## src/rtl/rename_ckpt_stage_if.sv

```systemverilog
// Decode, issue, resolve and commit signals of the rename stage.
// The master side drives the decoder/commit inputs; the stage is the slave.
interface rename_ckpt_stage_if #(
   parameter int AW = 3,
   parameter int PW = 5,
   parameter int CW = 2
);
   logic          dec_v_i;
   logic          dec_ready_o;
   logic [AW-1:0] dec_src1_i;
   logic [AW-1:0] dec_src2_i;
   logic [AW-1:0] dec_dest_i;
   logic          dec_w_v_i;
   logic          dec_branch_i;
   logic          ren_v_o;
   logic          ren_ready_i;
   logic [PW-1:0] ren_src1_o;
   logic [PW-1:0] ren_src2_o;
   logic [PW-1:0] ren_dest_o;
   logic [PW-1:0] ren_freed_o;
   logic [CW-1:0] ren_ckpt_id_o;
   logic          resolve_v_i;
   logic [CW-1:0] resolve_id_i;
   logic          resolve_mispredict_i;
   logic          commit_v_i;
   logic          commit_w_v_i;
   logic [AW-1:0] commit_dest_i;
   logic [PW-1:0] commit_freed_i;
   logic          flush_i;

   modport master (
      output dec_v_i, dec_src1_i, dec_src2_i, dec_dest_i,
      output dec_w_v_i, dec_branch_i, ren_ready_i,
      output resolve_v_i, resolve_id_i, resolve_mispredict_i,
      output commit_v_i, commit_w_v_i, commit_dest_i,
      output commit_freed_i, flush_i,
      input  dec_ready_o, ren_v_o, ren_src1_o, ren_src2_o,
      input  ren_dest_o, ren_freed_o, ren_ckpt_id_o
   );

   modport slave (
      input  dec_v_i, dec_src1_i, dec_src2_i, dec_dest_i,
      input  dec_w_v_i, dec_branch_i, ren_ready_i,
      input  resolve_v_i, resolve_id_i, resolve_mispredict_i,
      input  commit_v_i, commit_w_v_i, commit_dest_i,
      input  commit_freed_i, flush_i,
      output dec_ready_o, ren_v_o, ren_src1_o, ren_src2_o,
      output ren_dest_o, ren_freed_o, ren_ckpt_id_o
   );
endinterface

```

## src/rtl/rename_ckpt_stage.sv

```systemverilog
// Register rename with speculative LUT, circular freelist and
// per-branch checkpoints for single-cycle mispredict recovery.
module rename_ckpt_stage #(
   parameter int NUM_ARCH_REG = 8,
   parameter int NUM_PHYS_REG = 32,
   parameter int NUM_CKPT     = 4
) (
   input  logic clk_i,
   input  logic reset_n_i,
   rename_ckpt_stage_if.slave io
);
   localparam int AW    = $clog2(NUM_ARCH_REG);
   localparam int PW    = $clog2(NUM_PHYS_REG);
   localparam int CW    = $clog2(NUM_CKPT);
   localparam int NFREE = NUM_PHYS_REG - NUM_ARCH_REG;

   localparam logic [PW:0] FL_ONE = {{PW{1'b0}}, 1'b1};
   localparam logic [CW:0] CK_ONE = {{CW{1'b0}}, 1'b1};
   localparam logic [CW:0] CK_FULL = {1'b1, {CW{1'b0}}};

   typedef logic [NUM_ARCH_REG-1:0][PW-1:0] lut_t;

   lut_t spec_lut_q, spec_lut_d;
   lut_t commit_lut_q, commit_lut_d;
   logic [NUM_PHYS_REG-1:0][PW-1:0] fl_q, fl_d;
   logic [PW:0] fl_rd_q, fl_rd_d;
   logic [PW:0] fl_wr_q, fl_wr_d;
   logic [PW:0] commit_rd_q, commit_rd_d;
   logic [NUM_CKPT-1:0][NUM_ARCH_REG-1:0][PW-1:0] ckpt_lut_q, ckpt_lut_d;
   logic [NUM_CKPT-1:0][PW:0] ckpt_fl_rd_q, ckpt_fl_rd_d;
   logic [CW:0] head_q, head_d;
   logic [CW:0] tail_q, tail_d;

   logic          ren_v_q, ren_v_d;
   logic [PW-1:0] ren_src1_q, ren_src1_d;
   logic [PW-1:0] ren_src2_q, ren_src2_d;
   logic [PW-1:0] ren_dest_q, ren_dest_d;
   logic [PW-1:0] ren_freed_q, ren_freed_d;
   logic [CW-1:0] ren_ckpt_id_q, ren_ckpt_id_d;

   logic [PW:0]   fl_count;
   logic          ring_full;
   logic          mispredict;
   logic          out_free;
   logic          dec_ready;
   logic          accept;
   logic [PW-1:0] alloc_preg;
   lut_t          upd_lut;
   logic [PW:0]   upd_rd;
   logic [CW-1:0] rewind_dist;

   assign fl_count   = fl_wr_q - fl_rd_q;
   assign ring_full  = (tail_q ^ head_q) == CK_FULL;
   assign mispredict = io.resolve_v_i && io.resolve_mispredict_i;
   assign out_free   = !ren_v_q || io.ren_ready_i;
   assign alloc_preg = fl_q[fl_rd_q[PW-1:0]];

   assign dec_ready = out_free && !io.flush_i && !mispredict
                   && !(io.dec_w_v_i && fl_count == '0)
                   && !(io.dec_branch_i && ring_full);
   assign accept    = io.dec_v_i && dec_ready;

   assign io.dec_ready_o   = dec_ready;
   assign io.ren_v_o       = ren_v_q;
   assign io.ren_src1_o    = ren_src1_q;
   assign io.ren_src2_o    = ren_src2_q;
   assign io.ren_dest_o    = ren_dest_q;
   assign io.ren_freed_o   = ren_freed_q;
   assign io.ren_ckpt_id_o = ren_ckpt_id_q;

   // LUT and read pointer as they stand after this instruction renames
   always_comb begin
      upd_lut = spec_lut_q;
      upd_rd  = fl_rd_q;
      if (io.dec_w_v_i) begin
         upd_lut[io.dec_dest_i] = alloc_preg;
         upd_rd = fl_rd_q + FL_ONE;
      end
   end

   assign rewind_dist = io.resolve_id_i - head_q[CW-1:0];

   always_comb begin
      spec_lut_d    = spec_lut_q;
      commit_lut_d  = commit_lut_q;
      fl_d          = fl_q;
      fl_rd_d       = fl_rd_q;
      fl_wr_d       = fl_wr_q;
      commit_rd_d   = commit_rd_q;
      ckpt_lut_d    = ckpt_lut_q;
      ckpt_fl_rd_d  = ckpt_fl_rd_q;
      head_d        = head_q;
      tail_d        = tail_q;
      ren_v_d       = ren_v_q;
      ren_src1_d    = ren_src1_q;
      ren_src2_d    = ren_src2_q;
      ren_dest_d    = ren_dest_q;
      ren_freed_d   = ren_freed_q;
      ren_ckpt_id_d = ren_ckpt_id_q;

      if (io.commit_v_i && io.commit_w_v_i) begin
         fl_d[fl_wr_q[PW-1:0]] = io.commit_freed_i;
         fl_wr_d = fl_wr_q + FL_ONE;
         commit_lut_d[io.commit_dest_i] = fl_q[commit_rd_q[PW-1:0]];
         commit_rd_d = commit_rd_q + FL_ONE;
      end

      unique case (1'b1)
         io.flush_i: begin
            spec_lut_d = commit_lut_d;
            fl_rd_d    = commit_rd_d;
            tail_d     = head_q;
            ren_v_d    = 1'b0;
         end
         mispredict && !io.flush_i: begin
            spec_lut_d = ckpt_lut_q[io.resolve_id_i];
            fl_rd_d    = ckpt_fl_rd_q[io.resolve_id_i];
            tail_d     = head_q + {1'b0, rewind_dist};
            ren_v_d    = 1'b0;
         end
         default: begin
            if (io.resolve_v_i) head_d = head_q + CK_ONE;
            if (out_free) begin
               ren_v_d = accept;
               if (accept) begin
                  ren_src1_d    = spec_lut_q[io.dec_src1_i];
                  ren_src2_d    = spec_lut_q[io.dec_src2_i];
                  ren_dest_d    = io.dec_w_v_i ? alloc_preg : '0;
                  ren_freed_d   = io.dec_w_v_i ?
                                  spec_lut_q[io.dec_dest_i] : '0;
                  ren_ckpt_id_d = io.dec_branch_i ? tail_q[CW-1:0] : '0;
                  spec_lut_d    = upd_lut;
                  fl_rd_d       = upd_rd;
                  if (io.dec_branch_i) begin
                     ckpt_lut_d[tail_q[CW-1:0]]   = upd_lut;
                     ckpt_fl_rd_d[tail_q[CW-1:0]] = upd_rd;
                     tail_d = tail_q + CK_ONE;
                  end
               end
            end
         end
      endcase
   end

   always_ff @(posedge clk_i or negedge reset_n_i) begin
      if (!reset_n_i) begin
         for (int i = 0; i < NUM_ARCH_REG; i++) begin
            spec_lut_q[i]   <= PW'(i);
            commit_lut_q[i] <= PW'(i);
         end
         for (int i = 0; i < NUM_PHYS_REG; i++) begin
            fl_q[i] <= PW'(i + NUM_ARCH_REG);
         end
         fl_rd_q       <= '0;
         fl_wr_q       <= (PW+1)'(NFREE);
         commit_rd_q   <= '0;
         ckpt_lut_q    <= '0;
         ckpt_fl_rd_q  <= '0;
         head_q        <= '0;
         tail_q        <= '0;
         ren_v_q       <= 1'b0;
         ren_src1_q    <= '0;
         ren_src2_q    <= '0;
         ren_dest_q    <= '0;
         ren_freed_q   <= '0;
         ren_ckpt_id_q <= '0;
      end else begin
         spec_lut_q    <= spec_lut_d;
         commit_lut_q  <= commit_lut_d;
         fl_q          <= fl_d;
         fl_rd_q       <= fl_rd_d;
         fl_wr_q       <= fl_wr_d;
         commit_rd_q   <= commit_rd_d;
         ckpt_lut_q    <= ckpt_lut_d;
         ckpt_fl_rd_q  <= ckpt_fl_rd_d;
         head_q        <= head_d;
         tail_q        <= tail_d;
         ren_v_q       <= ren_v_d;
         ren_src1_q    <= ren_src1_d;
         ren_src2_q    <= ren_src2_d;
         ren_dest_q    <= ren_dest_d;
         ren_freed_q   <= ren_freed_d;
         ren_ckpt_id_q <= ren_ckpt_id_d;
      end
   end

   logic unused_aw;
   assign unused_aw = ^AW;
endmodule

```

## src/flat_wrapper.sv

```systemverilog
// flat-port wrapper written by rule: the top's interface ports become plain ports
module rename_ckpt_stage_flat 
#(
   parameter int NUM_ARCH_REG = 8,
   parameter int NUM_PHYS_REG = 32,
   parameter int NUM_CKPT     = 4
)
  (clk_i, reset_n_i, io_dec_v_i, io_dec_src1_i, io_dec_src2_i, io_dec_dest_i, io_dec_w_v_i, io_dec_branch_i, io_ren_ready_i, io_resolve_v_i, io_resolve_id_i, io_resolve_mispredict_i, io_commit_v_i, io_commit_w_v_i, io_commit_dest_i, io_commit_freed_i, io_flush_i, io_dec_ready_o, io_ren_v_o, io_ren_src1_o, io_ren_src2_o, io_ren_dest_o, io_ren_freed_o, io_ren_ckpt_id_o);
  rename_ckpt_stage_if #(.AW((3)), .PW((5)), .CW((2))) io_i ();
  input  logic clk_i;
  input  logic reset_n_i;
  input wire logic [$bits(io_i.dec_v_i)-1:0] io_dec_v_i;
  input wire logic [$bits(io_i.dec_src1_i)-1:0] io_dec_src1_i;
  input wire logic [$bits(io_i.dec_src2_i)-1:0] io_dec_src2_i;
  input wire logic [$bits(io_i.dec_dest_i)-1:0] io_dec_dest_i;
  input wire logic [$bits(io_i.dec_w_v_i)-1:0] io_dec_w_v_i;
  input wire logic [$bits(io_i.dec_branch_i)-1:0] io_dec_branch_i;
  input wire logic [$bits(io_i.ren_ready_i)-1:0] io_ren_ready_i;
  input wire logic [$bits(io_i.resolve_v_i)-1:0] io_resolve_v_i;
  input wire logic [$bits(io_i.resolve_id_i)-1:0] io_resolve_id_i;
  input wire logic [$bits(io_i.resolve_mispredict_i)-1:0] io_resolve_mispredict_i;
  input wire logic [$bits(io_i.commit_v_i)-1:0] io_commit_v_i;
  input wire logic [$bits(io_i.commit_w_v_i)-1:0] io_commit_w_v_i;
  input wire logic [$bits(io_i.commit_dest_i)-1:0] io_commit_dest_i;
  input wire logic [$bits(io_i.commit_freed_i)-1:0] io_commit_freed_i;
  input wire logic [$bits(io_i.flush_i)-1:0] io_flush_i;
  output wire logic [$bits(io_i.dec_ready_o)-1:0] io_dec_ready_o;
  output wire logic [$bits(io_i.ren_v_o)-1:0] io_ren_v_o;
  output wire logic [$bits(io_i.ren_src1_o)-1:0] io_ren_src1_o;
  output wire logic [$bits(io_i.ren_src2_o)-1:0] io_ren_src2_o;
  output wire logic [$bits(io_i.ren_dest_o)-1:0] io_ren_dest_o;
  output wire logic [$bits(io_i.ren_freed_o)-1:0] io_ren_freed_o;
  output wire logic [$bits(io_i.ren_ckpt_id_o)-1:0] io_ren_ckpt_id_o;
  assign io_i.dec_v_i = io_dec_v_i;
  assign io_i.dec_src1_i = io_dec_src1_i;
  assign io_i.dec_src2_i = io_dec_src2_i;
  assign io_i.dec_dest_i = io_dec_dest_i;
  assign io_i.dec_w_v_i = io_dec_w_v_i;
  assign io_i.dec_branch_i = io_dec_branch_i;
  assign io_i.ren_ready_i = io_ren_ready_i;
  assign io_i.resolve_v_i = io_resolve_v_i;
  assign io_i.resolve_id_i = io_resolve_id_i;
  assign io_i.resolve_mispredict_i = io_resolve_mispredict_i;
  assign io_i.commit_v_i = io_commit_v_i;
  assign io_i.commit_w_v_i = io_commit_w_v_i;
  assign io_i.commit_dest_i = io_commit_dest_i;
  assign io_i.commit_freed_i = io_commit_freed_i;
  assign io_i.flush_i = io_flush_i;
  assign io_dec_ready_o = io_i.dec_ready_o;
  assign io_ren_v_o = io_i.ren_v_o;
  assign io_ren_src1_o = io_i.ren_src1_o;
  assign io_ren_src2_o = io_i.ren_src2_o;
  assign io_ren_dest_o = io_i.ren_dest_o;
  assign io_ren_freed_o = io_i.ren_freed_o;
  assign io_ren_ckpt_id_o = io_i.ren_ckpt_id_o;
  rename_ckpt_stage #(.NUM_ARCH_REG(NUM_ARCH_REG), .NUM_PHYS_REG(NUM_PHYS_REG), .NUM_CKPT(NUM_CKPT)) u_core (.clk_i(clk_i), .reset_n_i(reset_n_i), .io(io_i));
endmodule
```

## config.mk

```make
export PLATFORM = sky130hd
export DESIGN_NAME = rename_ckpt_stage_flat
export DESIGN_NICKNAME = d
export VERILOG_FILES = /design/src/rtl/rename_ckpt_stage_if.sv /design/src/rtl/rename_ckpt_stage.sv /design/src/flat_wrapper.sv
export SDC_FILE = /design/constraint.sdc
export NUM_CORES = 1
export LEC_CHECK = 0
export CAP_MARGIN = 0
export CORE_MARGIN = 2
export CORE_UTILIZATION = 63
export DETAILED_ROUTE_END_ITERATION = 8
export GPL_TIMING_DRIVEN = 1
export PLACE_DENSITY = 0.81
export SLEW_MARGIN = 20
export SYNTH_ARGS = -nofsm -noshare
export SYNTH_HDL_FRONTEND = slang
export SYNTH_SLANG_ARGS = --single-unit
```

## constraint.sdc

```tcl
create_clock -name clk_i -period 3.4 [get_ports clk_i]
set_input_delay 0.51 -clock clk_i [delete_from_list [all_inputs] [get_ports clk_i]]
set_output_delay 0.51 -clock clk_i [all_outputs]
set_load 0.05 [all_outputs]
```

After elaboration in Yosys (flattened, before gate mapping). Cells that the tools add are included.

Output and inout port bits: 24. Flip-flop bits (word level): 471. Bits of input ports: 30. Word-level logic and storage cells: 198.

Equality and inequality tests: 1. Multiplexer cells: 48. Bitwise gates (word level): 2. Magnitude comparators: 13. Reductions and logical operators: 31. Add/sub/neg operators: 8.

Operators with widths (count): 160-bit bitwise mux (2); 40-bit two-way mux (6); 40-bit binary-select mux with 2-bit select (1); 40-bit bitwise mux (2); 40-bit demux with 2-bit select (1); 40-bit one-hot mux with 2 select lines (1); 5-bit binary-select mux with 5-bit select (2); 5-bit two-way mux (10); 5-bit binary-select mux with 3-bit select (3); 6-bit two-way mux (6); 5-bit demux with 3-bit select (2); 5-bit demux with 5-bit select (1); 24-bit bitwise mux (1); 6-bit by 1-bit adder with 6-bit output (second input constant) (3); 5-bit by 6-bit less-than comparator with 1-bit output (second input constant) (3); 3-bit by 4-bit less-than comparator with 1-bit output (second input constant) (4); 1-bit logical AND (14); 6-bit binary-select mux with 2-bit select (1); 6-bit demux with 2-bit select (1); 6-bit one-hot mux with 2 select lines (1); 3-bit two-way mux (3); 3-bit nonzero test (3); 3-bit by 1-bit adder with 3-bit output (second input constant) (2); 3-bit by 1-bit >= comparator with 1-bit output (second input constant) (2); other kinds (20) (28).

Logic depth before layout (Yosys ltp).
Word-level depth: 10. Mapped depth: 13. Gate-level depth less buffers: 9.

Least setup slack after synthesis. No wires, ideal clock.

Kind: register -> output. Start point: register u_core.fl_rd_q[2]. End point: output io_dec_ready_o. Arrival: 2.655 ns. Setup slack: 0.235 ns. Cell stages (with the launch flop): 9. Data required time: 2.890 ns. Buffers on the path: 3. Cell sequence: dfrtp_1 > buf_6 > buf_6 > buf_6 > inv_1 > ha_1 > and3_1 > o2111a_1 > nor3_1.

Cells in the longest elaborated chain, start to end: 6.

Ends and longest elaborated chain: from (decl) (RTL line rename_ckpt_stage.sv:26) `logic [PW:0] fl_rd_q, fl_rd_d;`; from (signal assigned) (RTL line rename_ckpt_stage.sv:171) `fl_rd_q <= fl_rd_d;`; 6-bit subtractor (RTL line rename_ckpt_stage.sv:52) `assign fl_count = fl_wr_q - fl_rd_q;`; 6-bit logical NOT (RTL line rename_ckpt_stage.sv:59) `&& !(io.dec_w_v_i && fl_count == '0)`; 1-bit logical AND (RTL line rename_ckpt_stage.sv:59); 1-bit logical NOT (RTL line rename_ckpt_stage.sv:59); 1-bit logical AND (RTL line rename_ckpt_stage.sv:59); 1-bit logical AND (RTL line rename_ckpt_stage.sv:60) `&& !(io.dec_branch_i && ring_full);`; to (decl) (RTL line flat_wrapper.sv:27) `output wire logic [$bits(io_i.dec_ready_o)-1:0] io_dec_ready_o;`.

Every way passes these cells.

Worst setup path in the final report.
Start point: register u_core.fl_rd_q[4]. End point: output io_dec_ready_o.

The elaborated chain is that of the path after synthesis.

==> flow_summary.toml <==
[cells_and_area]
fin_nets = 2186
fin_cells = 2693
fin_util_pct = 70.87
syn_to_final_growth_pct = 11.21
drive_gt1_share_pct = 28.43

[global_route]
track_usage_pct = 34.25
grt_overflow_total = 0
antenna_found_initial = 2
met3_usage_pct = 8.487
grt_use_met2_pct = 51.05
grt.busiest_layer = "met2"
grt_max_degree = 98
grtUsageMet1_pct = 48.45
grt_pass1_wl_um = 108100
grt_pass1_vias = 18890

[die]
die_area_sq_um = 40690
io_pins = 54
row_count = 72
core_area_sq_um = 38650
start_util_pct = 63.73
die_w_um = 201.7
dieHeight_um = 201.7

[clock_network]
path_clk_slew_ns = 0.06
cts_buffer_depth = 3
htreeDepth = 2
insertion_delay_ns = 0.58
post_cts.repair.setup_buffers = 0
root_buffer = "clkbuf_16"
cts_tree = "built"
clkSinkCount = 471
cts_buffers = 48

[timing]
finalSetupViolCount = 0
worst_slew_pin_slew_ns = 1.289
fin_crit_ns = 3.324
timing_hold_violations_final = 14
fin_crit_sh_pct = 97.76
fmax_ghz = 0.3009
finClkSkew_ns = 0.01711
slew_headroom_pct = 14.08
slew_viol_final = 0
rsz0062_at_grt = "true"
whs_ns = -0.02742

[routing]
wl_per_cell_um = 25.55
finalWirelength_um = 68800
vias = 18560
vias_per_cell = 6.893
antenna_left = 0
drt_iter0_drc = 2283
firstDrtPassIters = 6
drc = 0

[synth]
yosys_register_bits = 471
synth_nets = 2171
synthArstFlopShare_pct = 100.0
synth-main-ff-cell = "dfrtp_1"
seq_area_frac_synth_pct = 48.39
yosysWarningCount = 0
syn_inst = 2122
synth.cell_area_sq_um = 24630
avgSynthCellArea_sq_um = 11.61
synth_edf_count = 0
netlist-cell-type-count = 61

[place]
portBuffers = 53
routabilityCongestion = 0.9622
hpwlAfterDp_um = 44500
dp.cells = 2605

[setup_path]
r2r_slack_ns = 0.11
rr_startpoint = "u_core.fl_rd_q[0]"
crit_required_ns = 2.89
crit_path_max_fanout = 8
start_kind = "register"
arrival_ns = 2.81
worstReg2RegEnd = "u_core.ckpt_lut_q[64]"
worstSetupPathType = "reg -> out"
rr_worst_depth = 6
end_kind = "primary output"

[pwr]
power_density_nw_per_um2 = 938.0
ir_drop_v = 0.0005703
p_total_uw = 25690
p_leak_uw = 0.01217

[worst_hold_path]
min-delay-path-class = "in -> async"

[status]
violations = "negative hold slack"
outcome = "finished, violations left"

[flow_run]
cap_violations = 0
[worst max-delay path, stage by stage, from the launching register on]
cell and delay [ns]:
dfrtp_1 0.60, clkinv_1 0.17, ha_1 0.35, nor2_1 0.07, xnor2_1 0.33, o2111a_2 0.33, nor3_1 0.06, buf_4 0.17
buf_12 0.15
[routing by layer]
| metal | up-vias | part of all wire [%] |
|---|---|---|
| met4 | 2 | 4.1 |
| met3 | 230 | 11 |
| met5 | - | 0.019 |
| met1 | 9463 | 40 |
| met2 | 1100 | 45 |
| li1 | 7768 | - |
[repair_timing]
action / in CTS / in global routing
pin swaps: 0 / 0
endpoints found under the setup margin: 1 / 4
hold buffers: 0 / 0
resized for setup: 3 / 3
[logic make-up after synthesis]
logic type	count (synthesis)	synth area share, %
buf+inv	182	3.566
compound gates	490	12.57
simple gates	471	8.113
xor+xnor	24	0.8535
flops	471	48.39
fa+ha+maj	19	1.026
mux	465	25.48
[layout make-up]
cell class,instances,area [sq um]
Inverter,17,63.81
Multi-Input combinational cell,1469,11900
Clock inverter,14,183.9
Tap cell,518,648.1
Fill cell,2544,11260
Antenna cell,1,2.502
Sequential cell,471,11930
Timing Repair Buffer,130,1211
Clock buffer,73,1449
[placed cells by master, fill, tap and decap left out, drive strengths merged, types with 4 or more instances in the layout]
cell | Yosys | layout
xnor2 | 17 | 17
nor2 | 88 | 88
a21o | 40 | 40
inv | 16 | 18
mux2 | 205 | 205
o21ai | 212 | 212
clkinv | 1 | 9
o2bb2ai | 40 | 40
and3 | 5 | 5
bufinv | 0 | 4
mux4 | 105 | 105
or4 | 6 | 6
clkbuf | 96 | 73
o221ai | 8 | 8
nor2b | 11 | 11
nor3b | 4 | 4
xor2 | 7 | 7
a211oi | 47 | 47
or2 | 4 | 4
nand2 | 303 | 303
nand2b | 6 | 6
and2 | 4 | 4
clkdlybuf4s50 | 0 | 43
a21oi | 78 | 78
a22oi | 47 | 47
nor3 | 8 | 8
nor4 | 8 | 8
dfstp | 106 | 106
a22o | 4 | 4
dfrtp | 365 | 365
mux2i | 155 | 155
ha | 17 | 17
buf | 69 | 87
nand3 | 12 | 12
nand4 | 6 | 6
[state kept, by name, summed over array words and instances, names as in the netlist]
register,count
u_core.ckpt_lut_q,160
u_core.fl_q,160
u_core.commit_lut_q,40
u_core.spec_lut_q,40
u_core.ckpt_fl_rd_q,24
u_core.commit_rd_q,6
u_core.fl_rd_q,6
u_core.fl_wr_q,6
u_core.io.ren_dest_o,5
u_core.io.ren_freed_o,5
u_core.io.ren_src1_o,5
u_core.io.ren_src2_o,5
u_core.head_q,3
u_core.tail_q,3
u_core.io.ren_ckpt_id_o,2
u_core.io.ren_v_o,1
[per-stage QoR]
| stage | area, sq um | hold WS [ns] | TNS, ns | setup WS [ns] |
|---|---|---|---|---|
| finish | 27390 | -0.02742 | 0 | 0.07627 |
| global placement | 25750 | 0.4520 | 0 | 0.1324 |
| CTS | 27380 | 0.006833 | 0 | 0.02933 |
| global route | 27390 | 0.02605 | -0.004901 | -0.004901 |
| detailed placement | 25750 | 0.4666 | 0 | 0.1124 |
| floorplan | 24630 | 0.2144 | 0 | 0.2350 |
[worst max-delay path by stage]
stage / start / endpoint / cells past startpoint
4_1_cts: u_core.fl_rd_q[3] / io_dec_ready_o / 8
6_report: u_core.fl_rd_q[4] / io_dec_ready_o / 8
5_1_grt: u_core.fl_rd_q[3] / io_dec_ready_o / 8
3_5_place_dp: u_core.fl_rd_q[1] / u_core.ckpt_lut_q[103] / 8
3_3_place_gp: u_core.fl_rd_q[1] / u_core.ckpt_lut_q[23] / 8
2_1_floorplan: u_core.fl_rd_q[2] / io_dec_ready_o / 8
[report_power, final]
| part | switching [uW] | total [uW] | leakage [uW] | internal, uW |
|---|---|---|---|---|
| clock network | 2230 | 5480 | 0.000807 | 3250 |
| registers | 2100 | 10300 | 0.00583 | 8170 |
| logic | 5630 | 9930 | 0.00553 | 4310 |
[synthesized netlist by cell type, types with 7 or more instances]
library cell | n | share of area [%]
o2bb2ai_1 | 40 | 1.4
nand2_1 | 303 | 4.6
a22oi_1 | 46 | 1.4
inv_1 | 16 | 0.24
o21ai_1 | 15 | 0.30
o21ai_0 | 197 | 4.0
xor2_1 | 7 | 0.25
dfrtp_1 | 365 | 37
buf_4 | 9 | 0.27
mux4_2 | 105 | 9.6
a21oi_1 | 74 | 1.5
nor2b_1 | 11 | 0.28
buf_2 | 40 | 0.81
a21o_1 | 40 | 1.2
buf_1 | 7 | 0.11
buf_6 | 10 | 0.46
clkbuf_1 | 94 | 1.4
nand3_1 | 12 | 0.24
ha_1 | 17 | 0.86
nor2_1 | 88 | 1.3
mux2i_1 | 151 | 6.1
nor3_1 | 8 | 0.16
a211oi_1 | 43 | 1.3
mux2_2 | 205 | 9.4
o221ai_1 | 8 | 0.28
xnor2_1 | 17 | 0.60
dfstp_2 | 106 | 11
No activity file was read; power rests on OpenSTA's default activity.
